--- config.mk ---
export PLATFORM = sky130hd
export DESIGN_NAME = audio_mixer_seq
export DESIGN_NICKNAME = d
export VERILOG_FILES = /design/src/rtl/audio_mixer_seq.sv
export SDC_FILE = /design/constraint.sdc
export NUM_CORES = 1
export LEC_CHECK = 0
export BUFFER_PORTS_ARGS = -buffer_cell sky130_fd_sc_hd__buf_2
export CORE_ASPECT_RATIO = 0.75
export CORE_MARGIN = 1
export CORE_UTILIZATION = 40
export DETAILED_ROUTE_END_ITERATION = 16
export MAX_ROUTING_LAYER = met4
export PLACE_DENSITY = 0.68
export SLEW_MARGIN = 15
export SYNTH_ARGS = -nofsm -noshare
export SYNTH_HDL_FRONTEND = slang
export SYNTH_SLANG_ARGS = --single-unit
--- constraint.sdc ---
create_clock -name CLK -period 6.1 [get_ports CLK]
set_input_delay 0.305 -clock CLK [delete_from_list [all_inputs] [get_ports CLK]]
set_output_delay 0.305 -clock CLK [all_outputs]
set_load 0.01 [all_outputs]
--- src/rtl/audio_mixer_seq.sv ---
// Sequential audio mixer: snapshots NUM_CH signed channel samples on IN_STB, sums one
// channel per clock into a non-overflowing accumulator, and emits the saturated mix.
module audio_mixer_seq #(
  parameter int NUM_CH    = 4,
  parameter int IN_WIDTH  = 10,
  parameter int OUT_WIDTH = 12
) (
  input  logic                       CLK,
  input  logic                       RESET_n,
  input  logic                       IN_STB,
  input  logic [NUM_CH*IN_WIDTH-1:0] IN,
  input  logic [NUM_CH-1:0]          MUTE,
  input  logic                       OVERRUN_CLR,
  output logic [OUT_WIDTH-1:0]       OUT,
  output logic                       OUT_VALID,
  output logic                       CLIPPED,
  output logic                       BUSY,
  output logic                       OVERRUN
);

  localparam int CH_W  = $clog2(NUM_CH);
  localparam int ACC_W = IN_WIDTH + $clog2(NUM_CH) + 1;
  // Comparison width wide enough for both the accumulator and the output limits
  localparam int SW    = ((ACC_W > OUT_WIDTH) ? ACC_W : OUT_WIDTH) + 1;

  localparam logic signed [SW-1:0] SAT_MAX =
    $signed({{(SW-OUT_WIDTH+1){1'b0}}, {(OUT_WIDTH-1){1'b1}}});
  localparam logic signed [SW-1:0] SAT_MIN = ~SAT_MAX;

  localparam logic [1:0] ST_IDLE  = 2'd0;
  localparam logic [1:0] ST_ACCUM = 2'd1;
  localparam logic [1:0] ST_DONE  = 2'd2;

  logic [1:0]                 r_state;
  logic [NUM_CH*IN_WIDTH-1:0] r_in_snap;
  logic [NUM_CH-1:0]          r_mute_snap;
  logic [ACC_W-1:0]           r_acc;
  logic [CH_W-1:0]            r_ch;
  logic                       r_overrun;

  logic [IN_WIDTH-1:0]        w_lane;
  logic [ACC_W-1:0]           w_term;
  logic [ACC_W-1:0]           w_sum;
  logic                       w_last;

  function automatic logic signed [SW-1:0] f_widen(input logic [ACC_W-1:0] a);
    return $signed({{(SW-ACC_W){a[ACC_W-1]}}, a});
  endfunction

  function automatic logic f_clip(input logic [ACC_W-1:0] a);
    logic signed [SW-1:0] v;
    v = f_widen(a);
    return (v > SAT_MAX) || (v < SAT_MIN);
  endfunction

  function automatic logic [OUT_WIDTH-1:0] f_sat(input logic [ACC_W-1:0] a);
    logic signed [SW-1:0] v;
    v = f_widen(a);
    if (v > SAT_MAX) begin
      return SAT_MAX[OUT_WIDTH-1:0];
    end else if (v < SAT_MIN) begin
      return SAT_MIN[OUT_WIDTH-1:0];
    end else begin
      return v[OUT_WIDTH-1:0];
    end
  endfunction

  // The snapshot shifts down one lane per ACCUM cycle, so the current channel is always lane 0
  always_comb begin
    w_lane = r_in_snap[IN_WIDTH-1:0];
    if (r_mute_snap[0]) begin
      w_term = {ACC_W{1'b0}};
    end else begin
      w_term = {{(ACC_W-IN_WIDTH){w_lane[IN_WIDTH-1]}}, w_lane};
    end
    w_sum  = r_acc + w_term;
    w_last = (r_ch == CH_W'(NUM_CH-1));
  end

  assign BUSY    = (r_state == ST_ACCUM);
  assign OVERRUN = r_overrun;

  always_ff @(posedge CLK or negedge RESET_n) begin
    if (!RESET_n) begin
      r_state     <= ST_IDLE;
      r_in_snap   <= {(NUM_CH*IN_WIDTH){1'b0}};
      r_mute_snap <= {NUM_CH{1'b0}};
      r_acc       <= {ACC_W{1'b0}};
      r_ch        <= {CH_W{1'b0}};
      OUT         <= {OUT_WIDTH{1'b0}};
      OUT_VALID   <= 1'b0;
      CLIPPED     <= 1'b0;
    end else begin
      OUT_VALID <= 1'b0;
      CLIPPED   <= 1'b0;
      case (r_state)
        ST_IDLE, ST_DONE: begin
          if (IN_STB) begin
            r_in_snap   <= IN;
            r_mute_snap <= MUTE;
            r_acc       <= {ACC_W{1'b0}};
            r_ch        <= {CH_W{1'b0}};
            r_state     <= ST_ACCUM;
          end else begin
            r_state     <= ST_IDLE;
          end
        end
        ST_ACCUM: begin
          r_acc       <= w_sum;
          r_ch        <= r_ch + CH_W'(1);
          r_in_snap   <= r_in_snap >> IN_WIDTH;
          r_mute_snap <= r_mute_snap >> 1'b1;
          // Result registers load on the last add so OUT_VALID is high during DONE
          if (w_last) begin
            r_state   <= ST_DONE;
            OUT       <= f_sat(w_sum);
            OUT_VALID <= 1'b1;
            CLIPPED   <= f_clip(w_sum);
          end else begin
            r_state   <= ST_ACCUM;
          end
        end
        default: begin
          r_state <= ST_IDLE;
        end
      endcase
    end
  end

  // Sticky overrun flag; a dropped strobe takes priority over a clear in the same cycle
  always_ff @(posedge CLK or negedge RESET_n) begin
    if (!RESET_n) begin
      r_overrun <= 1'b0;
    end else if (IN_STB && BUSY) begin
      r_overrun <= 1'b1;
    end else if (OVERRUN_CLR) begin
      r_overrun <= 1'b0;
    end else begin
      r_overrun <= r_overrun;
    end
  end

endmodule

==> summary.txt <==
Logic synthesis
  • Largest cells by area after synthesis: dfrtp_1 49%, mux2i_1 8.5%, o21ai_0 6.5%
  • Post-synthesis compound-gate area fraction: 17.8%
  • Multiplexer area fraction after synthesis: 8.47%
  • Xor and xnor area share after synthesis: 3.14%
  • Net Count, Synth: 435
  • Synth cell types: 51
  • Ys Warns: 0
  • Ys async rst share: 100%
  • Top_reg_cell synth: dfrtp_1
  • Cell Area, Synth: 3900 sq um
  • Synth top area share: roughly half
  • Post-Synth Simple-Gate Area: 11.4%
  • Synth Area per Inst: 10.5 sq um
  • EDFF count, synth: 0
  • Flops & latches, synth: 76
  • Synth Area in Adders: under 10%
  • Seq/Total Area, Yosys: 48.7%
  • Post-synthesis cell count: 373
  • Main combinational cell family by area after synthesis: compound AO/OA/AOI/OAI gates
  • Yosys top cell by area: dfrtp_1

Timing
  • Final Slew Violations: 0
  • Fin crit period: roughly 3.2 ns
  • Final Setup Violations: 0
  • Final hold slack: between 0.1 and 0.15 ns
  • Fin crit share: 52.6%
  • Final hold vios: 0
  • Unrepaired setup endpoints after global routing: false
  • Max frequency: between 0.3 and 0.4 GHz
  • Worst rel slew slack: a little over a third
  • Fin Setup TNS: 0 ns
  • Worst Skew: 0.00670 ns
  • Least-Margin Pin Slew: roughly 0.96 ns

Routing
  • Vias per cell: 5.17
  • Post-route ant nets: 0
  • Final wirelength: 7960 um
  • DR iter-0 viols: roughly 160
  • Residual DRC: 0
  • Pre-antenna DRT Iters: 4
  • Routed wire per std cell: roughly 14 um
  • Vias post-DR: 2889

Floorplanning
  • IO Count: 64
  • Initial Utilization: a little over two fifths
  • Die W: 116 um
  • Die area: 10200 sq um
  • Die Y: around 90 um
  • Rows: 30
  • Core ar.: 9270 sq um

Global routing
  • Vias in the first global route: 2822
  • First-pass GRT wire length: about 13000 um
  • Largest net degree at the start of global routing: 77
  • GRT Residual Overflow: 0
  • Overall Global Routing Usage: 17.9%
  • Antenna violations before repair: 0

Cells and area
  • Finished Layout Cells: between 500 and 600
  • Share of layout cells above drive strength 1: 24.4%
  • ANT cells: 0
  • Post-route cell area: 4580 sq um
  • FF+latch area: 1900 sq um
  • Synthesis-to-finish area growth: 17.4%
  • Area of the multi-input gates: 1870 sq um
  • Commonest non-fill, non-tap cell in the layout: dfrtp_1
  • Layout Nets: 489
  • Filler Cell Count: 874
  • Most frequent cells in the layout: 76 x dfrtp_1, 62 x buf_2, 60 x nand2_1, 51 x o21ai_0, 33 x mux2i_1

Clock network
  • Post_cts resized: 0
  • Clock Latency Late Sink: 0.34 ns
  • Maximum clock path buffer count: 2
  • CTS clk-pin slew, worst paths: 0.06 ns
  • H-tree levels: 3
  • CTS tree: yes
  • Setup Buffers After CTS: 0
  • Clk root buf: clkbuf_16
  • Total CTS buffers: 9
  • Clock sink count: 76
  • Hold Buf Count CTS: 0

Power and ir drop
  • Net Switching: between 1 and 1.5 mW
  • P per Cell Area: 562 nW/um^2
  • Flop pwr share: 32.2%
  • Sw Share: about two fifths
  • Leakage power: 2.14 nW
  • Clock power frac: 19.2%
  • Internal: 1.52 mW
  • Max VDD drop: 0.235 mV
  • Comb pwr share: 48.6%

Worst setup path
  • Largest fanout on the critical path: 12
  • CP dominant cell by count: a21oi_1
  • Crit path largest cell delay: around 0.52 ns
  • CP Class: flip-flop to flip-flop
  • CP endpoint kind: flip-flop
  • Worst reg2reg path depth: 11
  • RR Startpoint: r_mute_snap[0]$_DFFE_PN0P_
  • Worst Path Required: between 6 and 7 ns
  • Crit path from: r_mute_snap[0]$_DFFE_PN0P_
  • Worst-path cell with the longest stage delay: dfrtp_1
  • Startpoint types: flip-flop
  • Critical Path AT: 3.43 ns
  • CP Cell Sequence: nor2b_1, ha_1, inv_1, fa_1, nand2b_1, a21oi_1, a31oi_2, a221o_2, nor2_4, a21oi_1, a22o_1

Placed design
  • Placed cell count: 544
  • IO Port Bufs: 63
  • Routability Congestion: 0.836
  • HPWL Detailed: about 5300 um
  • Post-DP Area: around 4300 sq um

Run status
  • Status: complete, no violations

Worst hold path
  • Hold WC Path Type: input pin to async pin

Job
  • Max-cap violations: 0
[final timing paths]
path | slack (ns) | end
worst min register to register | 0.47 | OUT[8]$_DFFE_PN0P_
min in group CLK | 0.15 | OVERRUN$_DFFE_PN0P_
worst min-delay path | 0.10 | r_mute_snap[1]$_DFFE_PN0P_
max in group asynchronous | 5.34 | OUT[3]$_DFFE_PN0P_
worst max register to register | 2.89 | OUT[2]$_DFFE_PN0P_
worst max-delay path | 2.89 | OUT[2]$_DFFE_PN0P_
[final cells by class]
type / count / area share [%]
Multi-Input combinational cell: 265 / 40.8
Sequential cell: 76 / 41.5
Clock inverter: 4 / 0.546
Inverter: 10 / 0.820
Clock buffer: 11 / 5.52
Timing Repair Buffer: 65 / 7.27
Tap cell: 128 / 3.50
[cells in the mapped netlist, types with 2 or more instances]
library cell	count
a21o_1	4
a21oi_1	10
a22o_1	16
a31oi_1	2
buf_1	3
buf_2	3
clkbuf_1	13
dfrtp_1	76
ha_1	13
inv_1	10
maj3_1	2
maj3_2	5
mux2i_1	33
nand2_1	60
nand2b_1	4
nand3_1	5
nor2_1	3
nor2b_1	10
nor3_1	4
o211ai_1	3
o21ai_0	51
o21ai_1	2
o21ai_2	5
o31ai_1	2
xnor2_1	3
xor2_1	6
[flip-flops by register name, indices dropped and copies added (netlist names)]
register and flops:
CLIPPED 1, OUT 12, OUT_VALID 1, OVERRUN 1, r_acc 13, r_ch 2
r_in_snap 40, r_mute_snap 4, r_state 2
[cells by family after synthesis]
kind of cell	after synthesis
DFF	76
AOI/OAI and AO/OA	106
xor gates and xnor gates	11
adders and majority gates	21
and+or+nand+nor	94
muxes	33
buffers and inverters	32
[power by group through the flow]
stage	Clock [mW]	Combinational, mW	Sequential (mW)
finish	0.494	1.25	0.829
global route	0.528	1.42	0.853
CTS	0.508	1.26	0.830
detailed placement	0	1.26	0.836
global placement	0	1.22	0.832
floorplan	0	0.992	0.824
[stage by stage]
step           power (mW)  setup slack, ns  util (%)
5_1_grt              2.80             2.72      49.4
6_report             2.57             2.89      49.4
4_1_cts              2.60             2.90      49.3
2_1_floorplan        1.82             3.21         -
3_3_place_gp         2.05             3.02      46.3
3_5_place_dp         2.09             2.92      46.3
[worst max-delay path, delay by kind of cell (launching register included)]
kind                       cells  cell delay (ns)
AOI/OAI and AO/OA              5             1.27
adders and majority gates      2             0.59
buffers and inverters          1             0.06
DFF                            1             0.52
and+or+nand+nor                3             0.65
[layer usage]
layer	global-route usage (%)	wire [um]	vias up
li1	-	-	1430
met1	22.8	3840	1397
met2	26.7	3670	48
met3	5.08	280	14
met4	7.81	165	0
met5	-	0	-
No activity file was read; power rests on OpenSTA's default activity.
